===== config.mk =====
export PLATFORM = sky130hd
export DESIGN_NAME = lsu_stage
export DESIGN_NICKNAME = d
export VERILOG_FILES = /design/src/rtl/riscv_uop_pkg.sv /design/src/rtl/lsu_data_align.sv /design/src/rtl/lsu_stage.sv
export SDC_FILE = /design/constraint.sdc
export NUM_CORES = 1
export LEC_CHECK = 0
export BUFFER_PORTS_ARGS = -buffer_cell sky130_fd_sc_hd__buf_4
export CAP_MARGIN = 10
export CORE_UTILIZATION = 52
export DETAILED_ROUTE_END_ITERATION = 10
export GPL_TIMING_DRIVEN = 0
export PLACE_DENSITY = 0.92
export SETUP_SLACK_MARGIN = 0.5
export SKIP_CTS_REPAIR_TIMING = 1
export SLEW_MARGIN = 20
export SYNTH_ARGS = -nofsm -noshare
export SYNTH_HDL_FRONTEND = slang
export SYNTH_SLANG_ARGS = --single-unit

===== constraint.sdc =====
create_clock -name clk -period 5.9 [get_ports clk]
set_input_delay 0.295 -clock clk [delete_from_list [all_inputs] [get_ports clk]]
set_output_delay 0.295 -clock clk [all_outputs]
set_load 0.05 [all_outputs]

===== src/rtl/riscv_uop_pkg.sv =====
// Shared micro-op definitions for the memory pipeline.
// Holds LSU state encoding, funct3 access codes and alignment helper.
package riscv_uop_pkg;

  typedef enum logic [1:0] {
    IDLE,
    REQ,
    WAIT,
    DRAIN
  } lsu_state_t;

  localparam logic [2:0] LSU_B  = 3'b000;
  localparam logic [2:0] LSU_H  = 3'b001;
  localparam logic [2:0] LSU_W  = 3'b010;
  localparam logic [2:0] LSU_BU = 3'b100;
  localparam logic [2:0] LSU_HU = 3'b101;

  // size is funct3[1:0]: 00 byte, 01 half, others word
  function automatic logic lsu_misaligned(
    input logic [1:0] size,
    input logic [1:0] lo
  );
    logic r;
    unique case (size)
      2'b00:   r = 1'b0;
      2'b01:   r = lo[0];
      default: r = (lo != 2'b00);
    endcase
    return r;
  endfunction

endpackage


===== src/rtl/lsu_data_align.sv =====
// Store lane replication / byte enables and load lane extract.
// Purely combinational; shared by the LSU request and return paths.
module lsu_data_align
  import riscv_uop_pkg::*;
#(
  parameter int XLEN = 32
) (
  input  logic [1:0]      i_st_size,
  input  logic [1:0]      i_st_ea_lo,
  input  logic [XLEN-1:0] i_st_data,
  output logic [3:0]      o_st_be,
  output logic [XLEN-1:0] o_st_wdata,
  input  logic [2:0]      i_ld_funct3,
  input  logic [1:0]      i_ld_ea_lo,
  input  logic [XLEN-1:0] i_ld_rdata,
  output logic [XLEN-1:0] o_ld_data
);

  logic [XLEN-1:0] ld_shift;

  // Byte enables follow access size; data is replicated on every lane
  always_comb begin
    o_st_be    = 4'b1111;
    o_st_wdata = i_st_data;
    unique case (i_st_size)
      2'b00: begin
        o_st_be    = 4'b0001 << i_st_ea_lo;
        o_st_wdata = {(XLEN/8){i_st_data[7:0]}};
      end
      2'b01: begin
        o_st_be    = i_st_ea_lo[1] ? 4'b1100 : 4'b0011;
        o_st_wdata = {(XLEN/16){i_st_data[15:0]}};
      end
      default: ;
    endcase
  end

  assign ld_shift = i_ld_rdata >> {i_ld_ea_lo, 3'b000};

  // Select addressed lane then sign/zero extend; unknown codes act as LW
  always_comb begin
    o_ld_data = ld_shift;
    unique case (i_ld_funct3)
      LSU_B:  o_ld_data = {{(XLEN-8){ld_shift[7]}}, ld_shift[7:0]};
      LSU_H:  o_ld_data = {{(XLEN-16){ld_shift[15]}}, ld_shift[15:0]};
      LSU_BU: o_ld_data = {{(XLEN-8){1'b0}}, ld_shift[7:0]};
      LSU_HU: o_ld_data = {{(XLEN-16){1'b0}}, ld_shift[15:0]};
      default: ;
    endcase
  end

endmodule


===== src/rtl/lsu_stage.sv =====
// Load/store unit: one outstanding uop, req/gnt/rvalid memory port,
// registered one-cycle writeback pulse back to retire.
module lsu_stage
  import riscv_uop_pkg::*;
#(
  parameter int XLEN       = 32,
  parameter bit ZERO_RD_WB = 1'b1
) (
  input  logic            clk,
  input  logic            rst,
  input  logic            i_valid,
  input  logic            i_is_store,
  input  logic [2:0]      i_funct3,
  input  logic [4:0]      i_rd,
  input  logic [XLEN-1:0] i_imm,
  input  logic [XLEN-1:0] i_addr_base,
  input  logic [XLEN-1:0] i_store_data,
  input  logic [XLEN-1:0] i_pc,
  input  logic            i_flush,
  output logic            o_stall,
  output logic            o_dmem_req,
  output logic            o_dmem_we,
  output logic [XLEN-1:0] o_dmem_addr,
  output logic [3:0]      o_dmem_be,
  output logic [XLEN-1:0] o_dmem_wdata,
  input  logic            i_dmem_gnt,
  input  logic            i_dmem_rvalid,
  input  logic [XLEN-1:0] i_dmem_rdata,
  output logic            o_wb_valid,
  output logic            o_wb_we,
  output logic [4:0]      o_wb_rd,
  output logic [XLEN-1:0] o_wb_data,
  output logic [XLEN-1:0] o_wb_pc,
  output logic            o_misaligned
);

  lsu_state_t state_q, state_d;

  logic [XLEN-1:0] ea;
  logic [XLEN-1:0] ea_q, ea_d;
  logic [XLEN-1:0] pc_q, pc_d;
  logic [XLEN-1:0] wdata_q, wdata_d;
  logic [2:0]      f3_q, f3_d;
  logic [4:0]      rd_q, rd_d;
  logic            st_q, st_d;
  logic [3:0]      be_q, be_d;

  logic            wb_valid_q, wb_valid_d;
  logic            wb_we_q, wb_we_d;
  logic            wb_mis_q, wb_mis_d;
  logic [4:0]      wb_rd_q, wb_rd_d;
  logic [XLEN-1:0] wb_data_q, wb_data_d;
  logic [XLEN-1:0] wb_pc_q, wb_pc_d;

  logic [3:0]      st_be;
  logic [XLEN-1:0] st_wdata;
  logic [XLEN-1:0] ld_data;
  logic            mis;
  logic            accept;
  logic            complete;

  assign ea     = i_addr_base + i_imm;
  assign mis    = lsu_misaligned(i_funct3[1:0], ea[1:0]);
  assign accept = (state_q == IDLE) && i_valid && !i_flush;

  lsu_data_align #(.XLEN(XLEN)) u_align (
    .i_st_size   (i_funct3[1:0]),
    .i_st_ea_lo  (ea[1:0]),
    .i_st_data   (i_store_data),
    .o_st_be     (st_be),
    .o_st_wdata  (st_wdata),
    .i_ld_funct3 (f3_q),
    .i_ld_ea_lo  (ea_q[1:0]),
    .i_ld_rdata  (i_dmem_rdata),
    .o_ld_data   (ld_data)
  );

  // Next state, uop latch and writeback staging
  always_comb begin
    state_d   = state_q;
    ea_d      = ea_q;
    pc_d      = pc_q;
    wdata_d   = wdata_q;
    f3_d      = f3_q;
    rd_d      = rd_q;
    st_d      = st_q;
    be_d      = be_q;
    complete  = 1'b0;
    wb_we_d   = 1'b0;
    wb_mis_d  = 1'b0;
    wb_rd_d   = wb_rd_q;
    wb_data_d = wb_data_q;
    wb_pc_d   = wb_pc_q;
    unique case (state_q)
      IDLE: begin
        if (accept) begin
          ea_d    = ea;
          pc_d    = i_pc;
          wdata_d = st_wdata;
          f3_d    = i_funct3;
          rd_d    = i_rd;
          st_d    = i_is_store;
          be_d    = st_be;
          if (mis) begin
            complete  = 1'b1;
            wb_mis_d  = 1'b1;
            wb_rd_d   = i_rd;
            wb_pc_d   = i_pc;
            wb_data_d = '0;
          end else begin
            state_d = REQ;
          end
        end
      end
      REQ: begin
        if (i_dmem_gnt) begin
          if (st_q) begin
            complete  = 1'b1;
            state_d   = IDLE;
            wb_rd_d   = rd_q;
            wb_pc_d   = pc_q;
            wb_data_d = '0;
          end else begin
            // a granted load always returns data; flush must consume it
            state_d = i_flush ? DRAIN : WAIT;
          end
        end else if (i_flush) begin
          state_d = IDLE;
        end
      end
      WAIT: begin
        if (i_dmem_rvalid) begin
          complete  = 1'b1;
          state_d   = IDLE;
          wb_we_d   = !(ZERO_RD_WB && (rd_q == 5'd0));
          wb_rd_d   = rd_q;
          wb_pc_d   = pc_q;
          wb_data_d = ld_data;
        end else if (i_flush) begin
          state_d = DRAIN;
        end
      end
      DRAIN: begin
        if (i_dmem_rvalid) begin
          state_d = IDLE;
        end
      end
      default: state_d = IDLE;
    endcase
    wb_valid_d = complete && !i_flush;
    wb_we_d    = wb_we_d && wb_valid_d;
    wb_mis_d   = wb_mis_d && wb_valid_d;
  end

  // State and output registers
  always_ff @(posedge clk or posedge rst) begin
    if (rst) begin
      state_q    <= IDLE;
      ea_q       <= '0;
      pc_q       <= '0;
      wdata_q    <= '0;
      f3_q       <= '0;
      rd_q       <= '0;
      st_q       <= 1'b0;
      be_q       <= '0;
      wb_valid_q <= 1'b0;
      wb_we_q    <= 1'b0;
      wb_mis_q   <= 1'b0;
      wb_rd_q    <= '0;
      wb_data_q  <= '0;
      wb_pc_q    <= '0;
    end else begin
      state_q    <= state_d;
      ea_q       <= ea_d;
      pc_q       <= pc_d;
      wdata_q    <= wdata_d;
      f3_q       <= f3_d;
      rd_q       <= rd_d;
      st_q       <= st_d;
      be_q       <= be_d;
      wb_valid_q <= wb_valid_d;
      wb_we_q    <= wb_we_d;
      wb_mis_q   <= wb_mis_d;
      wb_rd_q    <= wb_rd_d;
      wb_data_q  <= wb_data_d;
      wb_pc_q    <= wb_pc_d;
    end
  end

  assign o_stall      = i_valid && !complete && !rst;
  assign o_dmem_req   = (state_q == REQ);
  assign o_dmem_we    = st_q;
  assign o_dmem_addr  = {ea_q[XLEN-1:2], 2'b00};
  assign o_dmem_be    = be_q;
  assign o_dmem_wdata = wdata_q;
  assign o_wb_valid   = wb_valid_q;
  assign o_wb_we      = wb_we_q;
  assign o_wb_rd      = wb_rd_q;
  assign o_wb_data    = wb_data_q;
  assign o_wb_pc      = wb_pc_q;
  assign o_misaligned = wb_mis_q;

endmodule


-- Yosys cells after proc, flatten, opt, wreduce, memory -nomap -nowiden
Cells that the tools add are included.
- add/subtract/negate cells: 1
- eq/ne operators: 16
- shifts and indexed selects: 2
- mux-type cells: 42
- reductions and logical operators: 20
- operators by type and width (kind ; count):
    32-bit two-way mux ; 10
    32-bit one-hot mux with 3 select lines ; 2
    32-bit one-hot mux with 4 select lines ; 1
    32-bit one-hot mux with 2 select lines ; 1
    32-bit adder ; 1
    32-bit by 5-bit right shift with 32-bit output ; 1
    5-bit two-way mux ; 5
    2-bit two-way mux ; 8
    5-bit one-hot mux with 3 select lines ; 1
    2-bit inequality test (second input constant) ; 5
    1-bit two-way mux ; 9
    2-bit one-hot mux with 4 select lines ; 1
    4-bit one-hot mux with 2 select lines ; 1
    1-bit logical AND ; 7
    3-bit equality test (second input constant) ; 2
    6-bit AND reduction ; 1
    5-bit zero test ; 1
    5-bit AND reduction ; 1
    2-bit by 1-bit equality test with 1-bit output (second input constant) ; 2
    2-bit equality test (second input constant) ; 2
    1-bit zero test ; 4
    2-bit zero test ; 2
    4-bit two-way mux ; 1
    2-bit by 1-bit inequality test with 1-bit output (second input constant) ; 2
    other kinds (10) ; 10
- bits in registers: 183
- bits of input ports: 175
- output and inout bits: 143
- word-level logic and storage cells: 95

-- Depth between registers and ports, before layout
Gate-level depths: netlist (run 1).
- word-level depth: 9
- mapped depth: 12
- mapped depth without buffers: 11

-- Modules after synthesis
From an unflattened synthesis (run 1), not the netlist that was laid out.
- cells, all modules: 1208
- area, all modules: 10432.5 um^2
- by module, submodules not included (module ; instances ; cells an instance ; area each (um^2)):
    lsu_stage ; 1 ; 1027 ; 9145.0
    lsu_data_align ; 1 ; 181 ; 1287.5

-- Least setup slack after synthesis (run 1)
Ideal clock, no wire load.
- path type: input -> output
- from: input port i_imm[0]
- to: output port o_stall
- arrival: 2.608 ns
- data required time: 5.605 ns
- slack: 2.997 ns
- stages: 8
- path buffers: 0
- cell sequence: ha_1 inv_1 fa_1 inv_1 nor2_1 or3_1 a31oi_1 nor3b_1
- word-level cells in the longest chain between the ends: 9
- RTL lines (item ; line ; RTL):
    start, declared ; lsu_stage.sv:15 ; input logic [XLEN-1:0] i_imm,
    32-bit adder * ; lsu_stage.sv:62 ; assign ea = i_addr_base + i_imm;
    2-bit nonzero test ; riscv_uop_pkg.sv:27 ; default: r = (lo != 2'b00);
    1-bit one-hot mux with 2 select lines * ; riscv_uop_pkg.sv:24 ; unique case (size)
    1-bit two-way mux * ; lsu_stage.sv:104 ; if (mis) begin
    1-bit two-way mux * ; lsu_stage.sv:96 ; if (accept) begin
    1-bit one-hot mux with 3 select lines * ; lsu_stage.sv:94 ; unique case (state_q)
    1-bit zero test * ; lsu_stage.sv:190 ; assign o_stall = i_valid && !complete && !rst;
    1-bit logical AND * (2 in series) ; lsu_stage.sv:190 ;
    end, declared ; lsu_stage.sv:20 ; output logic o_stall,
Mark *: on every way between the ends. The rest lies on a longest branch, timed or not.

-- Final worst setup path (run 1)
- from: register state_q[0]
- to: register wb_data_q[11], in the netlist o_wb_data[11]
- word-level cells in the longest chain between the ends: 5
- elaborated cells on any way between the ends: 13
- RTL lines (item ; line ; RTL):
    start, declared ; lsu_stage.sv:37 ; lsu_state_t state_q, state_d;
    start signal, assigned ; lsu_stage.sv:173 ; state_q <= state_d;
    2-bit zero test ; lsu_stage.sv:64, lsu_stage.sv:94 ;
    1-bit logical AND (2 in series) ; lsu_stage.sv:64 ; assign accept = (state_q == IDLE) && i_valid && !i_flush;
    2-bit inequality test (no line) ; n/a ;
    6-bit AND reduction (no line) ; n/a ;
    end signal, assigned ; lsu_stage.sv:185 ; wb_data_q <= wb_data_d;
    end, declared ; lsu_stage.sv:52 ; logic [XLEN-1:0] wb_data_q, wb_data_d;
Several ways; a longest one is shown, not always the timed one.
A chain may end at the register's enable or synchronous reset.

==> summary.txt, run 1 <==
Run status: finished, final reports clean
Biggest area consumer among synthesized cells: sky130_fd_sc_hd__dfrtp_1
Critical-path cell with the highest stage delay: sky130_fd_sc_hd__clkbuf_1
Remaining global-route overflow: 0
Multi-input gate area: 4970 µm²
ANT nets after route: 0
Setup Viol. Count Final: 0
Hold Fails Final Rpt: 0
Critical Path Start Type: flop
Pin count of the biggest net entering global routing: 99
Crit Path Category: reg2reg
Area fraction of the dominant cell type after synthesis: 45.3%
Simple logic cell fraction of the synthesized area: 17.2%
Max-slew violation total from the final report: 0
Initial antenna violation count: 0
Depth of the critical timing path with buffers and inverters included: 10
Critical path data required time: 6.22 ns
Worst min-delay path category: in2reg
Share of post-route cells with drive strength above 1: 27.0%
Cts bufs inserted: 17
Clock slew at the register clock pins of the worst setup and hold paths: 0.09 ns
Fraction of the core area covered by cells at the end of the flow: 71.4%
Overall via count from detail_route: 9912
Maximum Capacitance Violations: 0
Critical Path Sink: o_wb_data[11]$_DFFE_PP0P_
Register area share after synthesis: 45.3%
Source of the worst hold timing path: i_pc[18]
Gpl congestion: 0.940
Endpoint class of the critical path: flop
Netlist area before placement: 10100 µm²
Root buf cell: sky130_fd_sc_hd__clkbuf_16
Global-route wire length before repair: 52100 µm
Net total in the final layout: 1698
Main combinational cell family by area after synthesis: simple AND/OR/NAND/NOR gates
CP most frequent cell: sky130_fd_sc_hd__clkbuf_1
Worst stage delay on the critical path: 0.46 ns
Cell row count: 50
Tightest Pin Transition: 1.06 ns
Fraction of the mapped netlist area in compound gates: 16.5%
Setup slack on the worst flop-to-flop path: 2.86 ns
Buffering stage count on the worst path with inverters included: 4
Mean cell area of the mapped netlist: 8.81 µm²
Relative slew slack: 28.8%
Delay-heaviest family, CP: buffers and inverters
Number of diodes: 0
Post-route cell area: 13500 µm²
Clock skew: 0.0110 ns
Peak supply drop: 328 µV
Clock latency on the worst-skew pair: 0.44 ns
Residual DRC count: 0
Multiplexer share of the synthesized area: 8.50%
Clock buffer depth: 2
Crit path time final: 3.04 ns
Warnings, synthesis: 0
Half-perimeter wire length of the detailed placement result: 25600 µm
Crit Reg-Reg Endpoint: o_wb_data[11]$_DFFE_PP0P_
Floorplan die height: 141 µm
Initial Util: 53.5%
Tcrit/Tclk final: 51.5%
Area after DPL: 12800 µm²
Worst setup slack after layout: 2.86 ns
Count of different cell masters after synthesis: 55
Number of enable flip-flop cells after synthesis: 0
Synthesized flop and latch total: 183
Count of port buffers added during placement: 315
CTS H-tree lvls: 4
Arrival time of the worst setup path: 3.36 ns
Die outline width: 141 µm
Clock tree sinks: 183
Syn Inst Count: 1148
Top area cells in the synthesized netlist: sky130_fd_sc_hd__dfrtp_1 (45%), sky130_fd_sc_hd__nand2_1 (11%), sky130_fd_sc_hd__mux2i_1 (7.7%), sky130_fd_sc_hd__o21ai_0 (5.3%), sky130_fd_sc_hd__ha_1 (4.6%)
Share of synthesized cell area in full adder, half adder and majority cells: 4.78%
Share of async-settable or async-resettable flops after synthesis: 100%
First-pass iteration count of the detailed router: 5
Core ar.: 18900 µm²
Wire length per cell: 19.3 µm
Power per cell area: 576 nW/µm²
Area enclosed by the die boundary: 20000 µm²
Worst reg2reg path startpoint: state_q[0]$_DFFE_PP0P_
Filler cell count: 1465
I/O Pins: 318
Critical path fanouts, max: 10
Static leakage power: 6.89 nW
Critical path cell sequence: inv_1, ha_1, clkbuf_1, nor2b_1, a211oi_1, nand2_1, clkbuf_1, clkbuf_1, nor2_1, a22o_1
First-iteration detailed-routing DRC count: 646
Fmax: 329 MHz
Routed Wire Length: 33900 µm
RSZ-0062 raised after global routing: no
Top_reg_cell synth: sky130_fd_sc_hd__dfrtp_1
Clock tree from TritonCTS: done
Syn-to-layout area delta: 33.3%
Worst-case reg-to-reg path depth: 10
Number of global-route vias before repair: 9720
Mean number of vias per cell: 5.64
Worst slack at placement: 2.69 ns
Area occupied by registers: 4580 µm²
Xor and xnor area share after synthesis: 2.17%
Source of the critical timing path: state_q[0]$_DFFE_PP0P_
Total global-route track usage: 34.1%
[flip-flops by register name, summed over array words and instances, names as in the netlist]
name          cells
o_wb_valid        1
rd_q              5
ea_q             32
state_q           2
o_wb_we           1
f3_q              3
o_wb_pc          32
o_wb_data        32
pc_q             32
o_dmem_be         4
o_dmem_we         1
o_wb_rd           5
o_misaligned      1
o_dmem_wdata     32
[through the flow]
stage / hold slack, ns / cells / TNS, ns / total power [W]
after floorplan: 0.361 / 1149 / 0 / 0.00515
after global placement: 0.455 / 1724 / -255.45 / 0.00641
after detailed placement: 0.432 / 1725 / 0 / 0.00652
after CTS: -0.0315 / 1757 / 0 / 0.00775
after global routing: 0.0478 / 1758 / 0 / 0.00815
final: 0.0514 / 1758 / 0 / 0.00777
[cells by family after synthesis]
group,Yosys count
flip-flops,183
AO/OA/AOI/OAI,276
AND/OR/NAND/NOR,425
other,1
adder cells (fa/ha/maj),38
XOR/XNOR,25
buffers and inverters,115
multiplexers,85
[cell usage after synthesis, types with 3 or more instances]
| master | n |
|---|---|
| sky130_fd_sc_hd__inv_1 | 16 |
| sky130_fd_sc_hd__mux2_2 | 7 |
| sky130_fd_sc_hd__o22ai_1 | 3 |
| sky130_fd_sc_hd__nor2_1 | 62 |
| sky130_fd_sc_hd__ha_1 | 37 |
| sky130_fd_sc_hd__or4_1 | 3 |
| sky130_fd_sc_hd__nor2b_1 | 6 |
| sky130_fd_sc_hd__a211oi_1 | 7 |
| sky130_fd_sc_hd__mux2i_1 | 78 |
| sky130_fd_sc_hd__or2_2 | 3 |
| sky130_fd_sc_hd__nand3_1 | 7 |
| sky130_fd_sc_hd__xor2_1 | 13 |
| sky130_fd_sc_hd__a21o_1 | 21 |
| sky130_fd_sc_hd__a21oi_1 | 75 |
| sky130_fd_sc_hd__nor3_1 | 11 |
| sky130_fd_sc_hd__o21a_1 | 3 |
| sky130_fd_sc_hd__o21bai_1 | 3 |
| sky130_fd_sc_hd__and2_1 | 4 |
| sky130_fd_sc_hd__xnor2_1 | 12 |
| sky130_fd_sc_hd__nand4_1 | 6 |
| sky130_fd_sc_hd__nand2_1 | 306 |
| sky130_fd_sc_hd__dfrtp_1 | 183 |
| sky130_fd_sc_hd__a22o_1 | 24 |
| sky130_fd_sc_hd__a31oi_1 | 4 |
| sky130_fd_sc_hd__o31ai_1 | 4 |
| sky130_fd_sc_hd__buf_1 | 11 |
| sky130_fd_sc_hd__buf_4 | 33 |
| sky130_fd_sc_hd__o211ai_1 | 12 |
| sky130_fd_sc_hd__nand2b_1 | 3 |
| sky130_fd_sc_hd__o21ai_0 | 107 |
| sky130_fd_sc_hd__or3_1 | 3 |
| sky130_fd_sc_hd__clkbuf_1 | 51 |
[placed cells by master, fill, tap and decap left out, types with 5 or more instances in the layout]
cell / Yosys / final
sky130_fd_sc_hd__mux2i_1: 78 / 78
sky130_fd_sc_hd__buf_4: 33 / 348
sky130_fd_sc_hd__inv_1: 16 / 15
sky130_fd_sc_hd__dfrtp_1: 183 / 183
sky130_fd_sc_hd__xnor2_1: 12 / 12
sky130_fd_sc_hd__mux2_2: 7 / 7
sky130_fd_sc_hd__clkinv_8: 0 / 5
sky130_fd_sc_hd__a22o_1: 24 / 24
sky130_fd_sc_hd__nand3_1: 7 / 7
sky130_fd_sc_hd__a21o_1: 21 / 21
sky130_fd_sc_hd__nand2_1: 306 / 306
sky130_fd_sc_hd__a21oi_1: 75 / 75
sky130_fd_sc_hd__nor2_1: 62 / 62
sky130_fd_sc_hd__o211ai_1: 12 / 12
sky130_fd_sc_hd__nand4_1: 6 / 6
sky130_fd_sc_hd__xor2_1: 13 / 13
sky130_fd_sc_hd__nor2b_1: 6 / 6
sky130_fd_sc_hd__buf_1: 11 / 11
sky130_fd_sc_hd__o21ai_0: 107 / 107
sky130_fd_sc_hd__clkbuf_16: 0 / 17
sky130_fd_sc_hd__a211oi_1: 7 / 7
sky130_fd_sc_hd__clkbuf_1: 51 / 51
sky130_fd_sc_hd__nor3_1: 11 / 11
sky130_fd_sc_hd__ha_1: 37 / 37
[layer usage]
metal / GRT usage [%] / wire [µm]
met1: 42.7 / 13400
met3: 6.18 / 2640
met5: 0 / 0
met4: 14.7 / 1270
met2: 57.9 / 16600
[worst min-delay path: stages]
cell and delay, ns:
sky130_fd_sc_hd__buf_4 0.08, sky130_fd_sc_hd__nand2_1 0.04, sky130_fd_sc_hd__nand2_1 0.05
[layout make-up]
| type | instances | share of cell area, % |
|---|---|---|
| well taps | 260 | 2.41 |
| plain buffers | 99 | 3.71 |
| inverters | 16 | 0.501 |
| flip-flops and latches | 183 | 34.0 |
| repair buffers | 317 | 17.8 |
| clock inverters | 15 | 1.53 |
| multi-input cells | 851 | 36.9 |
| clock buffers | 17 | 3.16 |
[how the worst min path moves through the flow]
stage,endpoint,slack [ns],cells past startpoint
after CTS,o_wb_pc[24]$_DFFE_PP0P_,-0.03,2
after global placement,ea_q[11]$_DFFE_PP0P_,0.45,2
after global routing,o_wb_valid$_DFF_PP0_,0.05,2
after floorplan,o_wb_valid$_DFF_PP0_,0.36,1
final,pc_q[18]$_DFFE_PP0P_,0.05,3
after detailed placement,o_wb_pc[24]$_DFFE_PP0P_,0.43,2
[where the power goes]
part	leakage [nW]	switching, W	internal [W]	total [W]
registers	2.30	0.000332	0.00180	0.00214
logic	4.28	0.00301	0.00141	0.00442
clock network	0.304	0.000617	0.000592	0.00121
total	6.89	0.00396	0.00381	0.00777
No activity file was read; power rests on OpenSTA's default activity.
==> run 2, diff against run 1 <==
==> constraint.sdc (replaced) <==
create_clock -name clk -period 2.81 [get_ports clk]
set_input_delay 0.1405 -clock clk [delete_from_list [all_inputs] [get_ports clk]]
set_output_delay 0.1405 -clock clk [all_outputs]
set_load 0.05 [all_outputs]
==> run 2 against run 1 <==
Effect of this change: the run now ends with negative hold slack left; flip-flop and latch count is the same; register-to-register slack lost 2.8 ns; clock skew grew 0.0054 ns; wire length grew 16%; combinational power grew 130%; via count grew 9.3%; critical path depth shrank 2.
==> summary.txt, run 2 (synthesized netlist as in run 1, its figures left out) <==
Clock latency on the worst-skew pair: 0.45 ns (was 0.44 ns)
Combinational Power Share: 58.6% (was 56.9%)
Cell row count: 50 (unchanged)
Mean number of vias per cell: 5.94 (was 5.64)
Leading cell types in the layout, fill and taps excluded: sky130_fd_sc_hd__buf_4 (360), sky130_fd_sc_hd__nand2_1 (303), sky130_fd_sc_hd__dfrtp_1 (182), sky130_fd_sc_hd__o21ai_0 (107), sky130_fd_sc_hd__mux2i_1 (78) (was sky130_fd_sc_hd__buf_4 (348), sky130_fd_sc_hd__nand2_1 (306), sky130_fd_sc_hd__dfrtp_1 (183), sky130_fd_sc_hd__o21ai_0 (107), sky130_fd_sc_hd__mux2i_1 (78))
Area after DPL: 12900 µm² (was 12800 µm²)
Setup Viol. Count Final: 0 (unchanged)
Tightest hold margin: -0.0436 ns (was 0.0514 ns)
Worst stage delay on the critical path: 0.85 ns (was 0.46 ns)
Total instance count after detailed placement: 1730 (was 1725)
Post-route cell area: 14300 µm² (was 13500 µm²)
Pin count of the biggest net entering global routing: 34 (was 99)
Fraction of power consumed by the clock network: 14.8% (was 15.6%)
Multi-input gate area: 5120 µm² (was 4970 µm²)
Tcrit/Tclk final: 99.6% (was 51.5%)
Arrival time of the worst setup path: 3.06 ns (was 3.36 ns)
Relative slew slack: 33.8% (was 28.8%)
Area occupied by registers: 4580 µm² (about the same)
Die outline width: 141 µm (unchanged)
Overall via count from detail_route: 10800 (was 9912)
Half-perimeter wire length of the detailed placement result: 25800 µm (was 25600 µm)
Fmax: 357 MHz (was 329 MHz)
Worst setup slack after layout: 0.0112 ns (was 2.86 ns)
Crit path time final: 2.80 ns (was 3.04 ns)
Global-route track usage on met1: 39.4% (was 42.7%)
Area enclosed by the die boundary: 20000 µm² (unchanged)
Worst slack at placement: -0.246 ns (was 2.69 ns)
Remaining global-route overflow: 0 (unchanged)
Endpoint class of the critical path: flop (unchanged)
Gpl congestion: 0.941 (was 0.940)
Clock skew: 0.0164 ns (was 0.0110 ns)
CTS H-tree lvls: 4 (unchanged)
Buffering stage count on the worst path with inverters included: 3 (was 4)
Worst reg2reg path startpoint: state_q[1]$_DFFE_PP0P_ (was state_q[0]$_DFFE_PP0P_)
Worst-case reg-to-reg path depth: 8 (was 10)
Power per cell area: 1200 nW/µm² (was 576 nW/µm²)
Clock buffer depth: 2 (unchanged)
Register share of total power: 26.6% (was 27.5%)
Crit Path Category: reg2reg (unchanged)
Max-slew violation total from the final report: 0 (unchanged)
Violations in the final reports: negative hold slack
Most used routing layer: met2 (unchanged)
I/O Pins: 318 (unchanged)
Hold Fails Final Rpt: 3 (was 0)
Cts bufs inserted: 17 (unchanged)
Source of the worst hold timing path: i_store_data[2] (was i_pc[18])
Clock tree sinks: 183 (unchanged)
Peak supply drop: 629 µV (was 328 µV)
First-pass iteration count of the detailed router: 8 (was 5)
Delay-heaviest family, CP: compound AO/OA/AOI/OAI gates (was buffers and inverters)
Total global-route track usage: 34.3% (was 34.1%)
Global-route wire length before repair: 52400 µm (was 52100 µm)
Number of global-route vias before repair: 10200 (was 9720)
Filler cell count: 1263 (was 1465)
Switching Power: 0.00902 W (was 0.00396 W)
Critical-path cell with the highest stage delay: sky130_fd_sc_hd__o21ai_0 (was sky130_fd_sc_hd__clkbuf_1)
Residual DRC count: 0 (unchanged)
Internal power of the cells: 0.00824 W (was 0.00381 W)
Worst min-delay path category: in2reg (unchanged)
First-iteration detailed-routing DRC count: 1117 (was 646)
Critical Path Start Type: flop (unchanged)
Tightest Pin Transition: 0.982 ns (was 1.06 ns)
Critical path fanouts, max: 10 (unchanged)
Global-route track usage on met2: 59.9% (was 57.9%)
Wire length per cell: 21.6 µm (was 19.3 µm)
ANT nets after route: 0 (unchanged)
Cell count of the worst hold path: 3 (unchanged)
Core ar.: 18900 µm² (unchanged)
Clock tree from TritonCTS: done (unchanged)
Crit Reg-Reg Endpoint: o_wb_pc[23]$_DFFE_PP0P_ (was o_wb_data[11]$_DFFE_PP0P_)
Met3 Track Usage GR: 7.96% (was 6.18%)
Clock slew at the register clock pins of the worst setup and hold paths: 0.09 ns (about the same)
Switching power share of the total: 52.3% (was 50.9%)
Floorplan die height: 141 µm (unchanged)
Net total in the final layout: 1763 (was 1698)
Setup slack on the worst flop-to-flop path: 0.01 ns (was 2.86 ns)
Commonest non-fill, non-tap cell in the layout: sky130_fd_sc_hd__buf_4 (unchanged)
Share of post-route cells with drive strength above 1: 30.1% (was 27.0%)
Initial Util: 53.5% (unchanged)
Critical path cell sequence: buf_4, ha_1, buf_2, nor2b_4, a211oi_2, nand2_4, clkbuf_1, o21ai_0 (was inv_1, ha_1, clkbuf_1, nor2b_1, a211oi_1, nand2_1, clkbuf_1, clkbuf_1, nor2_1, a22o_1)
Root buf cell: sky130_fd_sc_hd__clkbuf_16 (unchanged)
Initial antenna violation count: 7 (was 0)
Worst Hold Endpoint: o_dmem_wdata[2]$_DFFE_PP0P_ (was pc_q[18]$_DFFE_PP0P_)
Run status: finished, violations left (was finished, final reports clean)
Syn-to-layout area delta: 41.7% (was 33.3%)
Routed Wire Length: 39500 µm (was 33900 µm)
Non-Filler Instances: 1825 (was 1758)
Count of port buffers added during placement: 315 (unchanged)
Static leakage power: 7.29 nW (was 6.89 nW)
Critical path data required time: 3.07 ns (was 6.22 ns)
Maximum Capacitance Violations: 0 (unchanged)
## run 2: worst register-to-register path: stages, from the launching register on
cell	delay (ns)
sky130_fd_sc_hd__dfrtp_1	0.42
sky130_fd_sc_hd__buf_4	0.16
sky130_fd_sc_hd__ha_1	0.16
sky130_fd_sc_hd__buf_2	0.20
sky130_fd_sc_hd__nor2b_4	0.18
sky130_fd_sc_hd__a211oi_2	0.25
sky130_fd_sc_hd__nand2_4	0.14
sky130_fd_sc_hd__clkbuf_1	0.27
sky130_fd_sc_hd__o21ai_0	0.85
## run 2: worst max path at each step
stage | from | end | slack, ns | cells after the start
floorplan | rst | ea_q[0]$_DFFE_PP0P_ | 0.32 | 1
global placement | rst | ea_q[16]$_DFFE_PP0P_ | -0.83 | 2
detailed placement | i_imm[0] | o_wb_rd[4]$_DFFE_PP0P_ | -0.25 | 13
CTS | state_q[0]$_DFFE_PP0P_ | o_wb_rd[4]$_DFFE_PP0P_ | -0.28 | 10
global route | state_q[1]$_DFFE_PP0P_ | o_wb_pc[5]$_DFFE_PP0P_ | -0.008 | 8
finish | state_q[1]$_DFFE_PP0P_ | o_wb_pc[23]$_DFFE_PP0P_ | 0.01 | 8
## run 2: per-layer routing
metal / part of all wire [%] / vias up / routed length [µm]
met5: 0.13 / - / 52
met4: 5.8 / 8 / 2300
met3: 11 / 219 / 4350
met2: 48 / 791 / 19100
met1: 35 / 5112 / 13700
li1: - / 4706 / -
## run 2: through the flow
step / TNS (ns) / total power [W] / hold slack, ns / util (%)
detailed placement: -9.26 / 0.0137 / 0.198 / 68.5
global placement: -156.39 / 0.0134 / 0.331 / 67.9
CTS: -12.43 / 0.0163 / -0.275 / 71.8
floorplan: 0 / 0.0108 / 0.206 / -
finish: 0 / 0.0173 / -0.0436 / 75.9
global route: -0.00833 / 0.0180 / 0.00801 / 75.8
## run 2: power groups by stage
stage / clock network, W / registers [W] / logic (W)
2_1_floorplan: 0 / 0.00647 / 0.00434
3_3_place_gp: 0 / 0.00445 / 0.00896
3_5_place_dp: 0 / 0.00450 / 0.00921
4_1_cts: 0.00254 / 0.00447 / 0.00928
5_1_grt: 0.00266 / 0.00466 / 0.0107
6_report: 0.00255 / 0.00459 / 0.0101
## run 2: area by class of cell
cell class	instances	area share, %
antenna	2	0.0349
buffer	99	3.81
clock buffer	17	2.97
clock inverter	15	1.41
inverter	16	0.445
multi-input combinational	851	35.7
sequential	183	32.0
tap	260	2.27
timing repair buffer	382	21.4
